$ cat config.mk
export PLATFORM = sky130hd
export DESIGN_NAME = fc_2nd_mac_flat
export DESIGN_NICKNAME = d
export VERILOG_FILES = /design/src/rtl/fc_2nd_mac_if.sv /design/src/rtl/fc_2nd_mac.sv /design/src/flat_wrapper.sv
export SDC_FILE = /design/constraint.sdc
export NUM_CORES = 1
export LEC_CHECK = 0
export BUFFER_PORTS_ARGS = -buffer_cell sky130_fd_sc_hd__buf_2
export CORE_ASPECT_RATIO = 1.25
export CORE_MARGIN = 1.5
export CORE_UTILIZATION = 50
export DETAILED_ROUTE_END_ITERATION = 12
export GPL_TIMING_DRIVEN = 0
export PLACE_DENSITY = 0.69
export REMOVE_ABC_BUFFERS = 1
export SYNTH_ARGS = -nofsm -noshare
export SYNTH_HDL_FRONTEND = slang
export SYNTH_SLANG_ARGS = --single-unit
$ cat constraint.sdc
create_clock -name CLK -period 11.4 [get_ports CLK]
set_input_delay 0.57 -clock CLK [delete_from_list [all_inputs] [get_ports CLK]]
set_output_delay 0.57 -clock CLK [all_outputs]
set_load 0.01 [all_outputs]
$ cat src/rtl/fc_2nd_mac_if.sv
// Bus bundle for the FC2 output-neuron engine: activation handshake, weight ROM
// port and classifier results. The slave side is the engine. The master side is
// the surrounding fabric: the upstream producer, the weight ROM and the classifier.
interface fc_2nd_mac_if #(
   parameter int unsigned Bit_width = 16
);
   // Activation vector handshake
   logic                        in_valid;
   logic                        in_ready;
   logic signed [Bit_width-1:0] x_0;
   logic signed [Bit_width-1:0] x_1;
   logic signed [Bit_width-1:0] x_2;
   logic signed [Bit_width-1:0] x_3;
   logic signed [Bit_width-1:0] x_4;

   // Weight ROM port (w_0 is the shared bias)
   logic                        rom_en;
   logic [3:0]                  rom_addr;
   logic signed [Bit_width-1:0] w_0;
   logic signed [Bit_width-1:0] w_1;
   logic signed [Bit_width-1:0] w_2;
   logic signed [Bit_width-1:0] w_3;
   logic signed [Bit_width-1:0] w_4;
   logic signed [Bit_width-1:0] w_5;

   // Classifier results
   logic signed [Bit_width-1:0] y_0;
   logic signed [Bit_width-1:0] y_1;
   logic signed [Bit_width-1:0] y_2;
   logic signed [Bit_width-1:0] y_3;
   logic [1:0]                  class_idx;
   logic                        out_valid;
   logic                        busy;

   modport master (
      output in_valid, x_0, x_1, x_2, x_3, x_4,
      output w_0, w_1, w_2, w_3, w_4, w_5,
      input  in_ready, rom_en, rom_addr,
      input  y_0, y_1, y_2, y_3, class_idx, out_valid, busy
   );

   modport slave (
      input  in_valid, x_0, x_1, x_2, x_3, x_4,
      input  w_0, w_1, w_2, w_3, w_4, w_5,
      output in_ready, rom_en, rom_addr,
      output y_0, y_1, y_2, y_3, class_idx, out_valid, busy
   );
endinterface

$ cat src/rtl/fc_2nd_mac.sv
// FC2 output-neuron engine. It takes one 5-element activation vector and runs
// each of the 4 neurons in turn: it fetches the bias and weights from the ROM,
// does a serial MAC, then rounds, adds the bias and saturates. It reports all
// results together with the argmax class.
module fc_2nd_mac #(
   parameter int unsigned Bit_width = 16
) (
   input  logic        CLK,
   input  logic        RST,
   fc_2nd_mac_if.slave bus
);

   localparam int unsigned NUM_IN    = 5;
   localparam int unsigned NUM_OUT   = 4;
   localparam int unsigned FRAC_BITS = 8;
   localparam int unsigned ACC_W     = 40;
   localparam int unsigned PROD_W    = 2 * Bit_width;

   localparam logic signed [ACC_W-1:0] RND_HALF = ACC_W'(2 ** (FRAC_BITS - 1));
   localparam logic signed [ACC_W-1:0] SAT_MAX  = ACC_W'((2 ** (Bit_width - 1)) - 1);
   localparam logic signed [ACC_W-1:0] SAT_MIN  = -SAT_MAX - ACC_W'(1);

   typedef enum logic [2:0] {
      IDLE    = 3'd0,
      FETCH   = 3'd1,
      CAPTURE = 3'd2,
      MAC     = 3'd3,
      WRITE   = 3'd4,
      DONE    = 3'd5
   } state_e;

   state_e                      state_q;
   logic [1:0]                  n_q;
   logic [2:0]                  k_q;
   logic signed [ACC_W-1:0]     acc_q;
   logic signed [Bit_width-1:0] x_q    [NUM_IN];
   logic signed [Bit_width-1:0] wgt_q  [NUM_IN];
   logic signed [Bit_width-1:0] bias_q;
   logic signed [Bit_width-1:0] y_q    [NUM_OUT];
   logic signed [Bit_width-1:0] best_val_q;
   logic [1:0]                  best_idx_q;
   logic [1:0]                  class_idx_q;
   logic                        out_valid_q;
   logic                        in_ready_q;
   logic                        busy_q;
   logic                        rom_en_q;
   logic [3:0]                  rom_addr_q;

   logic signed [Bit_width-1:0] x_sel_c;
   logic signed [Bit_width-1:0] w_sel_c;
   logic signed [PROD_W-1:0]    prod_c;
   logic signed [ACC_W-1:0]     acc_d;
   logic signed [ACC_W-1:0]     rnd_c;
   logic signed [ACC_W-1:0]     sum_c;
   logic signed [Bit_width-1:0] y_d;
   logic                        best_upd_c;
   logic [1:0]                  best_idx_d;

   // Serial MAC datapath: one full-width product per cycle, sign-extended into the accumulator
   always_comb begin
      x_sel_c = x_q[k_q];
      w_sel_c = wgt_q[k_q];
      prod_c  = x_sel_c * w_sel_c;
      acc_d   = acc_q + ACC_W'(prod_c);
   end

   // Round half up, add bias at full accumulator width, saturate only the final value
   always_comb begin
      rnd_c = (acc_q + RND_HALF) >>> FRAC_BITS;
      sum_c = rnd_c + ACC_W'(bias_q);
      if (sum_c > SAT_MAX) begin
         y_d = Bit_width'(SAT_MAX);
      end else if (sum_c < SAT_MIN) begin
         y_d = Bit_width'(SAT_MIN);
      end else begin
         y_d = Bit_width'(sum_c);
      end
   end

   // Running argmax: neuron 0 seeds it, strict '>' keeps the lowest index on ties
   always_comb begin
      best_upd_c = (n_q == 2'd0) || (y_d > best_val_q);
      best_idx_d = best_upd_c ? n_q : best_idx_q;
   end

   // Control FSM with all outputs registered
   always_ff @(posedge CLK) begin
      if (RST) begin
         state_q     <= IDLE;
         n_q         <= '0;
         k_q         <= '0;
         acc_q       <= '0;
         bias_q      <= '0;
         best_val_q  <= '0;
         best_idx_q  <= '0;
         class_idx_q <= '0;
         out_valid_q <= 1'b0;
         in_ready_q  <= 1'b1;
         busy_q      <= 1'b0;
         rom_en_q    <= 1'b0;
         rom_addr_q  <= '0;
         for (int unsigned i = 0; i < NUM_IN; i++) begin
            x_q[i]   <= '0;
            wgt_q[i] <= '0;
         end
         for (int unsigned i = 0; i < NUM_OUT; i++) begin
            y_q[i] <= '0;
         end
      end else begin
         out_valid_q <= 1'b0;
         case (state_q)
            IDLE: begin
               if (bus.in_valid && in_ready_q) begin
                  x_q[0]     <= bus.x_0;
                  x_q[1]     <= bus.x_1;
                  x_q[2]     <= bus.x_2;
                  x_q[3]     <= bus.x_3;
                  x_q[4]     <= bus.x_4;
                  n_q        <= '0;
                  acc_q      <= '0;
                  best_val_q <= '0;
                  best_idx_q <= '0;
                  in_ready_q <= 1'b0;
                  busy_q     <= 1'b1;
                  rom_en_q   <= 1'b1;
                  rom_addr_q <= '0;
                  state_q    <= FETCH;
               end
            end
            FETCH: begin
               acc_q   <= '0;
               state_q <= CAPTURE;
            end
            CAPTURE: begin
               // ROM data was refreshed on the FETCH negedge and is stable here
               bias_q   <= bus.w_0;
               wgt_q[0] <= bus.w_1;
               wgt_q[1] <= bus.w_2;
               wgt_q[2] <= bus.w_3;
               wgt_q[3] <= bus.w_4;
               wgt_q[4] <= bus.w_5;
               k_q      <= '0;
               rom_en_q <= 1'b0;
               state_q  <= MAC;
            end
            MAC: begin
               acc_q <= acc_d;
               if (k_q == 3'(NUM_IN - 1)) begin
                  k_q     <= '0;
                  state_q <= WRITE;
               end else begin
                  k_q <= k_q + 3'd1;
               end
            end
            WRITE: begin
               y_q[n_q]   <= y_d;
               best_idx_q <= best_idx_d;
               if (best_upd_c) begin
                  best_val_q <= y_d;
               end
               if (n_q == 2'(NUM_OUT - 1)) begin
                  class_idx_q <= best_idx_d;
                  out_valid_q <= 1'b1;
                  state_q     <= DONE;
               end else begin
                  n_q        <= n_q + 2'd1;
                  acc_q      <= '0;
                  rom_en_q   <= 1'b1;
                  rom_addr_q <= 4'(n_q) + 4'd1;
                  state_q    <= FETCH;
               end
            end
            DONE: begin
               in_ready_q <= 1'b1;
               busy_q     <= 1'b0;
               state_q    <= IDLE;
            end
            default: begin
               state_q <= IDLE;
            end
         endcase
      end
   end

   // Drive the registered outputs onto the bus
   assign bus.in_ready  = in_ready_q;
   assign bus.rom_en    = rom_en_q;
   assign bus.rom_addr  = rom_addr_q;
   assign bus.y_0       = y_q[0];
   assign bus.y_1       = y_q[1];
   assign bus.y_2       = y_q[2];
   assign bus.y_3       = y_q[3];
   assign bus.class_idx = class_idx_q;
   assign bus.out_valid = out_valid_q;
   assign bus.busy      = busy_q;

endmodule

$ cat src/flat_wrapper.sv
// flat-port wrapper written by rule: the top's interface ports become plain ports
module fc_2nd_mac_flat 
#(
   parameter int unsigned Bit_width = 16
)
  (CLK, RST, bus_in_valid, bus_x_0, bus_x_1, bus_x_2, bus_x_3, bus_x_4, bus_w_0, bus_w_1, bus_w_2, bus_w_3, bus_w_4, bus_w_5, bus_in_ready, bus_rom_en, bus_rom_addr, bus_y_0, bus_y_1, bus_y_2, bus_y_3, bus_class_idx, bus_out_valid, bus_busy);
  fc_2nd_mac_if #(.Bit_width(Bit_width)) bus_i ();
  input  logic CLK;
  input  logic RST;
  input wire logic [$bits(bus_i.in_valid)-1:0] bus_in_valid;
  input wire logic [$bits(bus_i.x_0)-1:0] bus_x_0;
  input wire logic [$bits(bus_i.x_1)-1:0] bus_x_1;
  input wire logic [$bits(bus_i.x_2)-1:0] bus_x_2;
  input wire logic [$bits(bus_i.x_3)-1:0] bus_x_3;
  input wire logic [$bits(bus_i.x_4)-1:0] bus_x_4;
  input wire logic [$bits(bus_i.w_0)-1:0] bus_w_0;
  input wire logic [$bits(bus_i.w_1)-1:0] bus_w_1;
  input wire logic [$bits(bus_i.w_2)-1:0] bus_w_2;
  input wire logic [$bits(bus_i.w_3)-1:0] bus_w_3;
  input wire logic [$bits(bus_i.w_4)-1:0] bus_w_4;
  input wire logic [$bits(bus_i.w_5)-1:0] bus_w_5;
  output wire logic [$bits(bus_i.in_ready)-1:0] bus_in_ready;
  output wire logic [$bits(bus_i.rom_en)-1:0] bus_rom_en;
  output wire logic [$bits(bus_i.rom_addr)-1:0] bus_rom_addr;
  output wire logic [$bits(bus_i.y_0)-1:0] bus_y_0;
  output wire logic [$bits(bus_i.y_1)-1:0] bus_y_1;
  output wire logic [$bits(bus_i.y_2)-1:0] bus_y_2;
  output wire logic [$bits(bus_i.y_3)-1:0] bus_y_3;
  output wire logic [$bits(bus_i.class_idx)-1:0] bus_class_idx;
  output wire logic [$bits(bus_i.out_valid)-1:0] bus_out_valid;
  output wire logic [$bits(bus_i.busy)-1:0] bus_busy;
  assign bus_i.in_valid = bus_in_valid;
  assign bus_i.x_0 = bus_x_0;
  assign bus_i.x_1 = bus_x_1;
  assign bus_i.x_2 = bus_x_2;
  assign bus_i.x_3 = bus_x_3;
  assign bus_i.x_4 = bus_x_4;
  assign bus_i.w_0 = bus_w_0;
  assign bus_i.w_1 = bus_w_1;
  assign bus_i.w_2 = bus_w_2;
  assign bus_i.w_3 = bus_w_3;
  assign bus_i.w_4 = bus_w_4;
  assign bus_i.w_5 = bus_w_5;
  assign bus_in_ready = bus_i.in_ready;
  assign bus_rom_en = bus_i.rom_en;
  assign bus_rom_addr = bus_i.rom_addr;
  assign bus_y_0 = bus_i.y_0;
  assign bus_y_1 = bus_i.y_1;
  assign bus_y_2 = bus_i.y_2;
  assign bus_y_3 = bus_i.y_3;
  assign bus_class_idx = bus_i.class_idx;
  assign bus_out_valid = bus_i.out_valid;
  assign bus_busy = bus_i.busy;
  fc_2nd_mac #(.Bit_width(Bit_width)) u_core (.CLK(CLK), .RST(RST), .bus(bus_i));
endmodule
==> flow_summary.ini, run 1 <==
[placement]
place_inst = 3445
port_buffers = 251
dpl.hpwl_mm = 49.7
place_congestion = 0.939

[critical_path]
critPathArrivalTime_ns = 9.21
crit_required_ns = 11.83
worstPathMaxFanout = 23
rrSetupSlack_ns = 2.63
cpPeakStageDelay_ns = 0.93
cp-start-kind = flip-flop
crit_type = reg2reg
reg2regPathDepth = 22
worst_setup_path_end_kind = flip-flop
cp_common_cell = fa_1
r2r-end = u_core.acc_q[37]
slowest_stage = fa_1
cp_cell_sequence = buf_12 > mux4_2 > mux2i_1 > nor2_1 > fa_2 > fa_1 > inv_1 > fa_1 > inv_1 > fa_1 > fa_1 > fa_1 > ha_1 > a21oi_1 > o21ai_0 > a21oi_1 > o221a_2 > o21ai_1 > a21oi_1 > nor2b_1 > or3_1 > a32o_1

[routing]
dr.pass1.iters = 5
drt_first_iter_violations = 826
vias_per_cell = 5.30
drc = 0
routed_wl_mm = 60.8
wire_per_inst_um = 17.3
num_vias = 18605
antenna_left = 0

[die]
io_pins = 253
die_x_um = 211
core_um2 = 53600
initial_core_util_pct = 50.5
dieHeight_um = 263
row_count = 95
design.die.area_um2 = 55500

[run]
drv_cap = 0

[worst_hold_path]
hold_start = bus_w_0[4]
whs_endpoint = u_core.bias_q[4]
holdCritPathClass = in2reg
hold_path_depth = 3

[layout]
drive_gt1_share_pct = 14.8
diodes = 0
nets = 3441
area_growth_pct = 12.1
finalNonFillerCells = 3509

[clock_tree]
clock-sinks = 316
ctsResizeCount = 0
cts_inserted_buffers = 35
h-tree-depth = 2
cts-root-buf = clkbuf_16
clk_path_buf_depth = 3
clk_pin_slew_ns = 0.06
clk_latency_ns = 0.58
post_cts_buffers = 0
ctsHoldBuffers = 0
cts_tree = yes

[timing]
setup_viol = 0
tns_ns = 0
rsz0062_at_grt = no
fmax_mhz = 114
hold_viol = 0
fin_crit_ns = 8.77
worstMarginPinSlew_ns = 1.24
timing.hold.ws_ns = 0.234
slew_headroom_pct = 15.2
drv_slew = 0
post-route-period-util_pct = 77.0
fin_skew_ns = 0.0377

[grt]
grtUsageTotal_pct = 22.5
grt_pass1_wl_mm = 100
grt_pass1_vias = 20058
overflow = 0
antenna_found_initial = 0
grt_max_degree = 72

[synthesis]
synth_top_area_share_pct = 24.9
syn_inst = 2544
ys_seq_area_share_pct = 31.7
ys_ff_latch = 316
synth.area.top_cells = edfxtp_1 (25%), fa_1 (24%), ha_1 (8.1%)
synth_ff_type = edfxtp_1
synth.most_common_cell = inv_1
ys_warn_count = 0
synth_area_um2 = 27100
synth.distinct_cells = 73
async_reset_ff_share_pct = 0
syn_area_per_cell_um2 = 10.6
yosys.area.top_type = edfxtp_1
synth_edf_count = 224
synth_common_cells = inv_1 (344), fa_1 (331), nand2_1 (249), nor2_1 (240), edfxtp_1 (224)

[outcome]
status = finished, final reports clean
[registers in the layout, summed over array words and instances, names as in the netlist, named ones only]
signal                count
u_core.k_q                3
u_core.bus.busy           1
u_core.n_q                1
u_core.bus.class_idx      2
u_core.bus.in_ready       1
u_core.best_idx_q         2
u_core.y_q               64
u_core.x_q               80
u_core.bias_q            16
u_core.best_val_q        16
u_core.bus.rom_addr       2
u_core.bus.out_valid      1
u_core.wgt_q             80
u_core.bus.rom_en         1
u_core.acc_q             40
u_core.state_q            3
[worst max-delay path by stage]
stage	end	slack [ns]	cells past startpoint
3_5_place_dp	u_core.acc_q[37]	2.60	22
3_3_place_gp	u_core.acc_q[37]	0.10	23
2_1_floorplan	u_core.acc_q[37]	2.87	23
6_report	u_core.acc_q[37]	2.63	22
4_1_cts	u_core.acc_q[37]	2.56	22
5_1_grt	u_core.acc_q[37]	2.15	22
[through the flow]
step	setup WS [ns]	utilization, %	area (um2)
floorplan	2.87	-	26700
global placement	0.100	53.8	28900
detailed placement	2.60	54.4	29200
CTS	2.56	56.6	30300
global route	2.15	56.6	30400
finish	2.63	56.6	30400
[cell type report]
class                   instances  area (um2)
clock inverters                24         293
repair buffers                263        1490
fillers                      4620       23300
multi-input cells            1795       16900
clock buffers                  40         895
inverters                     344        1290
well taps                     727         910
flip-flops and latches        316        8570
[metal layers]
layer | routed length (um) | up-vias | part of all wire, % | GRT usage, %
li1 | - | 8822 | - | -
met1 | 25300 | 9186 | 42 | 27.7
met2 | 31200 | 487 | 51 | 40.5
met3 | 2320 | 110 | 3.8 | 2.22
met4 | 2020 | 0 | 3.3 | 8.67
met5 | 0 | - | 0 | 0
[layout by cell type, fill, tap and decap left out, types with 7 or more instances in the layout]
master     synthesis  routed
and2_1           172     172
o211ai_1           7       7
mux4_2            32      32
ha_1             176     176
clkbuf_16          0      35
a31oi_1            9       8
a221o_1           14      14
a21oi_1          107     107
mux2i_1           26      23
nor2b_1           11      11
fa_1             331     330
nor3_1            11      11
mux2_2            27      27
nor2_1           240     236
and3_1            14      14
buf_2              4     250
o21bai_1          10      10
nand2_1          249     249
a22o_1            14      14
nand4_1           18      18
dfxtp_1           92      89
nand2b_1          20      18
o21ai_0           33      33
edfxtp_1         224     224
a21o_1            40      40
xor2_1            29      29
inv_1            344     344
nand3_1           29      29
a22oi_1           26      26
o21a_1             9       9
xnor2_1           70      70
[worst max-delay path: cells and delay by family, from the launching register on]
kind                     cells  cell delay [ns]
AO/OA/AOI/OAI                7             1.64
adder cells (fa/ha/maj)      7             3.99
AND/OR/NAND/NOR              3             0.53
buffers and inverters        3             0.47
multiplexers                 2             1.37
flip-flops                   1             0.60
[kinds of logic after synthesis]
kind of cell,count (synthesis),share of synthesized area (%)
adder cells (fa/ha/maj),507,32.6
buffers and inverters,433,6.11
other,1,0.0139
XOR/XNOR,99,3.20
AND/OR/NAND/NOR,783,13.5
multiplexers,85,4.75
AO/OA/AOI/OAI,320,8.17
flip-flops,316,31.7
Power of run 1 is not shown: default switching activity piles up to over one toggle a cycle in this logic, so the estimate is an artifact.
==> inputs of run 2 (changes only) <==
==> constraint.sdc (replaced) <==
create_clock -name CLK -period 8.9 [get_ports CLK]
set_input_delay 0.445 -clock CLK [delete_from_list [all_inputs] [get_ports CLK]]
set_output_delay 0.445 -clock CLK [all_outputs]
set_load 0.01 [all_outputs]
==> run 2 against run 1 <==
Routed wire length hardly changed; maximum frequency rose by 3.5%; sequential cell count stayed put; hold slack lost 0.12 ns; first-iteration DRC count is 3.4% lower; clock-buffer cell count did not move; die area unchanged; via count is 0.28% lower; worst setup slack got worse by 2.2 ns; critical endpoint unchanged.
==> flow_summary.ini, run 2 (synthesis results as in run 1) <==
[critical_path]
worst_setup_path_end_kind = flip-flop
cp-start-kind = flip-flop
crit_type = reg2reg
slowest_stage = mux2i_1
crit_required_ns = 9.33
crit_buf_inv = 3
cpPeakStageDelay_ns = 0.86
worstPathMaxFanout = 23
cp_cell_sequence = buf_12 > mux4_2 > mux2i_1 > nor2_1 > fa_1 > fa_1 > fa_1 > inv_1 > fa_1 > fa_1 > inv_1 > fa_1 > ha_1 > a21o_1 > a21o_1 > a21oi_1 > o21ai_0 > a21oi_1 > o221a_2 > o21ai_1 > a21oi_1 > nor2b_1 > or3_1 > a32o_1
critPathArrivalTime_ns = 8.91
path_delay_family = adder cells
cp_common_cell = fa_1

[grt]
grtUsageTotal_pct = 22.5
antenna_found_initial = 0
grt_pass1_wl_mm = 100
grt_max_degree = 72
overflow = 0
grt_pass1_vias = 20058

[timing]
hold_viol = 0
fin_skew_ns = 0.0410
setup_viol = 0
fmax_mhz = 118
post-route-period-util_pct = 95.2
worstMarginPinSlew_ns = 1.20
fin_ws_ns = 0.425
rsz0062_at_grt = no
fin_crit_ns = 8.47
drv_slew = 0
slew_headroom_pct = 19.5

[die]
row_count = 95
io_pins = 253
initial_core_util_pct = 50.5
core_um2 = 53600
design.die.area_um2 = 55500
dieHeight_um = 263
die_x_um = 211

[clock_tree]
clk_path_buf_depth = 3
cts_inserted_buffers = 35
cts-root-buf = clkbuf_16
clock-sinks = 316
ctsHoldBuffers = 0
cts_tree = yes
h-tree-depth = 2
clk_latency_ns = 0.58
clk_pin_slew_ns = 0.06

[routing]
drt_first_iter_violations = 798
routed_wl_mm = 60.8
wire_per_inst_um = 17.3
drc = 0
num_vias = 18553
antenna_left = 0
dr.pass1.iters = 5
vias_per_cell = 5.29

[placement]
dpl_worst_slack_ns = 0.0993
dpl.hpwl_mm = 49.7
place_congestion = 0.939
port_buffers = 251

[layout]
final_cell_mix = inv_1 (344), fa_1 (329), buf_2 (250)
final_common_cell = inv_1
area_growth_pct = 12.2
drive_gt1_share_pct = 15.0
fillerInstances = 4615
largestRegisters = u_core.wgt_q (80), u_core.x_q (80), u_core.y_q (64)
diodes = 0
nets = 3441

[worst_hold_path]
holdCritPathClass = in2reg

[outcome]
status = finished, final reports clean

[run]
drv_cap = 0
==> run 2: area by class of cell <==
cell class,count,area (um2),area share (%)
repair buffers,263,1490,4.92
multi-input cells,1795,16900,55.7
flip-flops and latches,316,8570,28.2
well taps,727,910,2.99
clock inverters,24,293,0.964
inverters,344,1290,4.25
clock buffers,40,895,2.94
==> run 2: timing repair <==
action,in CTS,in global routing
endpoints found under the setup margin,0,4
buffers inserted,0,0
resized for setup,0,6
==> run 2: worst register-to-register path: stages (launching register included) <==
cell and delay, ns:
dfxtp_2 0.60, buf_12 0.28, mux4_2 0.58, mux2i_1 0.86, nor2_1 0.12, fa_1 0.55
fa_1 0.45, fa_1 0.54, inv_1 0.05, fa_1 0.51, fa_1 0.54, inv_1 0.05
fa_1 0.47, ha_1 0.37, a21o_1 0.18, a21o_1 0.18, a21oi_1 0.18, o21ai_0 0.09
a21oi_1 0.45, o221a_2 0.35, o21ai_1 0.11, a21oi_1 0.21, nor2b_1 0.07, or3_1 0.30
a32o_1 0.25
==> run 2: routing by layer <==
layer	up-vias	track usage (%)	share of wire (%)
li1	8815	-	-
met1	9158	27.7	42
met2	476	40.5	51
met3	104	2.22	3.9
met4	0	8.67	3.2
met5	-	0	0
==> run 2: final timing paths <==
check | from | endpoint | slack, ns | depth (start not counted)
max | flip-flop | u_core.acc_q[37] | 0.43 | 24
min reg2reg | u_core.bus.rom_en | u_core.bus.rom_en | 0.46 | 2
min | bus_w_0[4] | u_core.bias_q[4] | 0.11 | 3
max reg2reg | flip-flop | u_core.acc_q[37] | 0.43 | 24
==> run 2: through the flow <==
step	utilization [%]	hold slack [ns]	cells	area (um2)	TNS, ns
5_1_grt	56.7	0.115	3509	30400	0
4_1_cts	56.6	0.0745	3509	30300	0
3_3_place_gp	53.8	0.448	3433	28900	-41.88
2_1_floorplan	-	0.435	2455	26700	0
3_5_place_dp	54.4	0.461	3445	29200	0
6_report	56.7	0.109	3509	30400	0
Power of run 2 is left out for the same reason.
